[src/rtl/ptp_fifo_pkg.sv]
// Shared types and helpers for the PTP frame FIFO: pointer sizing, modular
// pointer difference, frame-operation encoding and the registered status bundle.
package ptp_fifo_pkg;

  function automatic int unsigned ptr_width(input int unsigned depth_log2);
    return depth_log2 + 1;
  endfunction

  // Occupancy between two pointers that wrap modulo 2**pw.
  function automatic logic [31:0] ptr_diff(input logic [31:0] a,
                                           input logic [31:0] b,
                                           input int unsigned pw);
    logic [31:0] mask;
    mask = (32'd1 << pw) - 32'd1;
    return (a - b) & mask;
  endfunction

  typedef enum logic [1:0] {
    FRAME_HOLD,
    FRAME_COMMIT,
    FRAME_DROP
  } frame_op_t;

  typedef struct packed {
    logic rdempty;
    logic full;
    logic almost_full;
    logic drop;
    logic underflow;
  } fifo_flags_t;

endpackage

[src/rtl/ptp_fifo_ram.sv]
// Simple dual-port RAM, WIDTH x 2**DEPTH_LOG2, registered read port, no array reset.
module ptp_fifo_ram #(
  parameter int unsigned WIDTH      = 128,
  parameter int unsigned DEPTH_LOG2 = 4
) (
  input  logic                  clock,
  input  logic                  we,
  input  logic [DEPTH_LOG2-1:0] waddr,
  input  logic [WIDTH-1:0]      wdata,
  input  logic                  re,
  input  logic [DEPTH_LOG2-1:0] raddr,
  output logic [WIDTH-1:0]      rdata
);

  logic [WIDTH-1:0] mem [2**DEPTH_LOG2];

  always_ff @(posedge clock) begin
    if (we) mem[waddr] <= wdata;
    if (re) rdata <= mem[raddr];
  end

endmodule

[src/rtl/ptp_frame_fifo.sv]
// Frame-aware FIFO: speculative writes published by commit or rolled back by discard.
// Optional show-ahead read mode selected by PTP_FIFO_SHOWAHEAD_EN.
module ptp_frame_fifo
  import ptp_fifo_pkg::*;
#(
  parameter int unsigned WIDTH        = 128,
  parameter int unsigned DEPTH_LOG2   = 4,
  parameter int unsigned AFULL_THRESH = 12
) (
  input  logic                  clock,
  input  logic                  sclr,
  input  logic [WIDTH-1:0]      data,
  input  logic                  wrreq,
  input  logic                  commit,
  input  logic                  discard,
  input  logic                  rdreq,
  output logic [WIDTH-1:0]      q,
  output logic                  rdempty,
  output logic                  full,
  output logic                  almost_full,
  output logic [DEPTH_LOG2:0]   usedw,
  output logic [DEPTH_LOG2:0]   rdusedw,
  output logic                  drop,
  output logic                  underflow
);

  localparam int unsigned PW = ptr_width(DEPTH_LOG2);
  localparam logic [PW-1:0] DEPTH_P = {1'b1, {DEPTH_LOG2{1'b0}}};

  logic [PW-1:0]    wr_ptr, cm_ptr, rd_ptr;
  logic [PW-1:0]    wr_nxt, cm_nxt, rd_nxt;
  logic [PW-1:0]    usedw_q, rdusedw_q, usedw_nxt, rdusedw_nxt;
  logic             poison, poison_nxt;
  fifo_flags_t      flags_q, flags_nxt;
  frame_op_t        op;
  logic             wr_acc, rd_acc, wr_lost;
  logic             q_zero, q_zero_nxt;
  logic             ram_re;
  logic [DEPTH_LOG2-1:0] ram_raddr;
  logic [WIDTH-1:0] ram_q;

  always_comb begin
    wr_acc  = wrreq & ~flags_q.full;
    wr_lost = wrreq & flags_q.full;
    rd_acc  = rdreq & ~flags_q.rdempty;

    // A word lost to a full FIFO in the commit cycle still poisons that frame.
    if (discard || (commit && (poison || wr_lost))) op = FRAME_DROP;
    else if (commit)                                op = FRAME_COMMIT;
    else                                            op = FRAME_HOLD;

    wr_nxt     = wr_ptr + PW'(wr_acc);
    cm_nxt     = cm_ptr;
    rd_nxt     = rd_ptr + PW'(rd_acc);
    poison_nxt = poison | wr_lost;
    unique case (op)
      FRAME_COMMIT: cm_nxt = wr_nxt;
      FRAME_DROP: begin
        wr_nxt     = cm_ptr;
        poison_nxt = 1'b0;
      end
      default: ;
    endcase

    usedw_nxt   = PW'(ptr_diff(32'(wr_nxt), 32'(rd_nxt), PW));
    rdusedw_nxt = PW'(ptr_diff(32'(cm_nxt), 32'(rd_nxt), PW));

    flags_nxt             = '0;
    flags_nxt.rdempty     = (rdusedw_nxt == '0);
    flags_nxt.full        = (usedw_nxt == DEPTH_P);
    flags_nxt.almost_full = (32'(usedw_nxt) >= AFULL_THRESH);
    flags_nxt.drop        = (op == FRAME_DROP);
    flags_nxt.underflow   = rdreq & flags_q.rdempty;
  end

  always_ff @(posedge clock) begin
    if (sclr) begin
      wr_ptr            <= '0;
      cm_ptr            <= '0;
      rd_ptr            <= '0;
      poison            <= 1'b0;
      usedw_q           <= '0;
      rdusedw_q         <= '0;
      flags_q           <= '0;
      flags_q.rdempty   <= 1'b1;
      q_zero            <= 1'b1;
    end else begin
      wr_ptr    <= wr_nxt;
      cm_ptr    <= cm_nxt;
      rd_ptr    <= rd_nxt;
      poison    <= poison_nxt;
      usedw_q   <= usedw_nxt;
      rdusedw_q <= rdusedw_nxt;
      flags_q   <= flags_nxt;
      q_zero    <= q_zero_nxt;
    end
  end

  ptp_fifo_ram #(
    .WIDTH      (WIDTH),
    .DEPTH_LOG2 (DEPTH_LOG2)
  ) u_ram (
    .clock (clock),
    .we    (wr_acc),
    .waddr (wr_ptr[DEPTH_LOG2-1:0]),
    .wdata (data),
    .re    (ram_re),
    .raddr (ram_raddr),
    .rdata (ram_q)
  );

`ifdef PTP_FIFO_SHOWAHEAD_EN
  logic             byp_sel;
  logic [WIDTH-1:0] byp_data;

  // RAM continuously prefetches the next head; a write landing on that slot
  // in the same cycle is forwarded because the array reads old data.
  always_ff @(posedge clock) begin
    if (sclr) begin
      byp_sel <= 1'b0;
    end else begin
      byp_sel <= wr_acc && (wr_ptr == rd_nxt);
      if (wr_acc) byp_data <= data;
    end
  end

  always_comb begin
    ram_re     = 1'b1;
    ram_raddr  = rd_nxt[DEPTH_LOG2-1:0];
    q_zero_nxt = q_zero & (cm_nxt == rd_nxt);
    q          = q_zero ? '0 : (byp_sel ? byp_data : ram_q);
  end
`else
  always_comb begin
    ram_re     = rd_acc;
    ram_raddr  = rd_ptr[DEPTH_LOG2-1:0];
    q_zero_nxt = q_zero & ~rd_acc;
    q          = q_zero ? '0 : ram_q;
  end
`endif

  assign rdempty     = flags_q.rdempty;
  assign full        = flags_q.full;
  assign almost_full = flags_q.almost_full;
  assign drop        = flags_q.drop;
  assign underflow   = flags_q.underflow;
  assign usedw       = usedw_q;
  assign rdusedw     = rdusedw_q;

endmodule
[config.mk]
export PLATFORM = sky130hd
export DESIGN_NAME = ptp_frame_fifo
export DESIGN_NICKNAME = d
export VERILOG_FILES = /design/src/rtl/ptp_fifo_pkg.sv /design/src/rtl/ptp_fifo_ram.sv /design/src/rtl/ptp_frame_fifo.sv
export SDC_FILE = /design/constraint.sdc
export NUM_CORES = 2
export LEC_CHECK = 0
export CAP_MARGIN = 5
export CELL_PAD_IN_SITES_DETAIL_PLACEMENT = 1
export CELL_PAD_IN_SITES_GLOBAL_PLACEMENT = 1
export CORE_AREA = 8 8 496 352
export CTS_CLUSTER_SIZE = 10
export DETAILED_ROUTE_END_ITERATION = 10
export DIE_AREA = 0 0 504 360
export PLACE_DENSITY = 0.75
export SYNTH_ARGS = -nofsm -noshare
export SYNTH_HDL_FRONTEND = slang
export SYNTH_SLANG_ARGS = --single-unit
[constraint.sdc]
create_clock -name clock -period 12.1 [get_ports clock]
set_input_delay 1.815 -clock clock [delete_from_list [all_inputs] [get_ports clock]]
set_output_delay 1.815 -clock clock [all_outputs]
set_load 0.02 [all_outputs]
==> summary.txt <==
Status
  – Outcome: complete, no violations

Timing
  – Rel. slew slack: 0.223
  – Period utilization: 0.426
  – RSZ-0062 raised after global routing: false
  – Slew @ Worst Pin: between 1 and 1.5 ns
  – Max-slew violations: 0
  – Fmax: 194 MHz
  – Endpoints failing setup: 0
  – Final Skew: 0.0436 ns
  – Minimum clock period: about 5.1 ns
  – PnR worst setup slack: just under 7 ns
  – Fin Setup TNS: 0 ns
  – Final Hold Vio Count: 0

Synth
  – Yosys top cell by area: edfxtp_1
  – Register bit count reported by yosys: 2,208
  – EDFF count, synth: between 2k and 2.5k
  – Post-Syn Instances: 3,268
  – Ys async rst share: 0
  – Post-synth top flop: edfxtp_1
  – Sequential share of the synthesized area: 0.796
  – Netlist cell types: 38
  – Ys Warns: 0
  – Mean Syn Cell Area: 25.4 um^2
  – Synth area leaders: edfxtp_1 79%, mux4_2 17%, nor2b_1 1.0%, dfxtp_1 0.77%, clkbuf_1 0.32%
  – Cell Area, Synth: 82,900 um^2
  – Synth top area share: 0.788
  – Syn Nets: 3,416

Power and ir drop
  – Gate power share: 0.103
  – Max VDD drop: 148 uV
  – P_int: roughly 13,000 uW
  – Sw Share: 0.222
  – P_sw: 3730 uW
  – Leakage: roughly 0.028 uW
  – Total power: 16,800 uW
  – PwrDens: ~180 nW/um^2
  – Sequential Power Share: 0.522
  – Clock share of power: 0.375

Floorplanning
  – Die footprint: 181,000 um^2
  – Rows: 126
  – Initial Util: 0.496
  – Core Area: 167,000 um^2
  – # IOs: 277
  – Die width: roughly 500 um
  – Die height: approximately 360 um

Clock tree
  – Clock buffer depth: 3
  – Htree depth: 4
  – CTS tree: done
  – Hold-fix buffers, CTS: 0
  – Clk slew on worst S/H paths: 0.06 ns
  – CTS Root Cell: clkbuf_16
  – Skew-Pair Late Insertion Delay: 0.85 ns
  – Post-CTS sizing: 0
  – Setup bufs post-CTS: 0
  – Total CTS buffers: 240
  – # clock sinks: roughly 2.2k

Finish
  – Final Core Density: 0.568
  – Area Overhead vs Synth: 14.4%
  – Fillers: 13.7k
  – Ratio of cells with drive above 1 in the final layout: 0.266
  – Nets: roughly 3.8k

Setup path
  – Crit. End Element: flip-flop
  – Worst path arrival time: 5.58 ns
  – Startpoint Class: primary input
  – Worst Path Required: between 10 and 15 ns
  – Crit Path Category: primary input to flip-flop
  – CP Max Fanout: 54

GRT
  – Total GRT Usage: 0.217
  – Grt ovf: 0
  – Number of global-route vias before repair: 39.9k
  – Pin count of the biggest net entering global routing: 143
  – First-pass GRT wire length: 288,000 um
  – Initial antenna violation count: 26

Routing
  – Iter 0 DRT Violations: 3,753
  – Drt total wl: 200,000 um
  – Vias: about 37k
  – Post-DRT Antenna Nets: 0
  – DRT Pass-1 Iters: 5
  – Via-to-Cell Ratio: about 6.2
  – # DRC: 0
  – DR WL/cell: 33.4 um

Placed design
  – Routability cong.: 0.750
  – Place WS: 6.13 ns
  – Final HPWL DP: 109,000 um
  – PortBufs: 276

Min path
  – HP Class: flip-flop to flip-flop

Flow run
  – Max cap viols: 0
## layout make-up
type	count	area, um^2	area share
flip-flops and latches	2208	66000	0.696
clock inverters	15	278	0.00293
clock buffers	261	6160	0.0649
multi-input cells	892	16200	0.171
well taps	2240	2800	0.0295
inverters	8	30.0	0.000317
diodes	12	30.0	0.000317
repair buffers	343	3370	0.0355
## per-layer routing
metal / wire length, um / GRT usage / up-vias / share of wire
li1: - / - / 14808 / -
met1: 83300 / 0.307 / 20469 / 0.42
met2: 101000 / 0.362 / 1585 / 0.50
met3: 12700 / 0.0354 / 223 / 0.064
met4: 2990 / 0.0469 / 6 / 0.015
met5: 40 / 0 / - / 0.00020
## cell usage in the layout (no fill, tap or decap), types with 12 or more instances in the layout
cell and count:
diode_2 12, clkbuf_16 243, clkdlybuf4s50_1 276, nor2_4 12, ha_1 12, buf_4 59
dfxtp_1 27, clkbuf_1 17, nor2_1 19, mux4_2 640, nor2b_1 136, edfxtp_1 2176
## Yosys cell counts (8+ instances only)
| cell type | n |
|---|---|
| nor3_1 | 8 |
| inv_1 | 8 |
| buf_4 | 21 |
| dfxtp_1 | 32 |
| ha_1 | 12 |
| nor2b_1 | 137 |
| edfxtp_1 | 2176 |
| buf_6 | 13 |
| clkbuf_1 | 71 |
| xor2_1 | 8 |
| mux4_2 | 640 |
| buf_1 | 18 |
| buf_2 | 37 |
| nor2_1 | 31 |
## flip-flops by register name (all words and copies together), names as in the netlist
name         cells
underflow        1
full             1
u_ram.mem     2048
u_ram.rdata    128
wr_ptr           5
almost_full      1
drop             1
poison           1
cm_ptr           5
usedw            5
q_zero           1
rdempty          1
rd_ptr           5
rdusedw          5
## power by group through the flow
stage          Clock (uW)  Combinational (uW)  Sequential (uW)
2_1_floorplan           0                1170             8910
3_3_place_gp            0                1730             8920
3_5_place_dp            0                1760             8930
4_1_cts              6420                1770             8780
5_1_grt              6660                1840             8790
6_report             6300                1730             8770
## final timing paths
path,from,end,slack [ns],cells after the start
max,wrreq,u_ram.mem[4][67]$_DFFE_PP_,6.95,6
min,cm_ptr[0]$_SDFF_PP0_,cm_ptr[0]$_SDFF_PP0_,0.54,2
max reg2reg,rd_ptr[0]$_SDFF_PP0_,u_ram.rdata[80]$_DFFE_PN_,7.37,5
min reg2reg,cm_ptr[0]$_SDFF_PP0_,cm_ptr[0]$_SDFF_PP0_,0.54,2
## critical path, cell delays in order
cell and delay, ns:
clkdlybuf4s50_1 0.52, nor2b_1 0.63, nand3b_1 0.48, nor3_2 0.28, buf_4 0.85, buf_4 0.92
## per-stage QoR
step	cell area, um^2	hold WS, ns	std cells
2_1_floorplan	82900	0.485	3268
3_3_place_gp	88400	0.504	5691
3_5_place_dp	88400	0.534	5691
4_1_cts	94800	0.547	5967
5_1_grt	94800	0.597	5970
6_report	94900	0.542	5979
## cell families (layout without fill, tap and decap cells)
| logic type | count (synthesis) | count (layout) | synth area share |
|---|---|---|---|
| DFF | 2208 | 2208 | 0.796 |
| muxes | 646 | 646 | 0.175 |
| and+or+nand+nor | 198 | 198 | 0.0138 |
| buffers and inverters | 168 | 627 | 0.0103 |
| AOI/OAI and AO/OA | 22 | 22 | 0.00181 |
| adders and majority gates | 14 | 14 | 0.00229 |
| xor gates and xnor gates | 12 | 12 | 0.00143 |
| other | 0 | 12 | 0 |
Power figures use the tool's default switching activity.
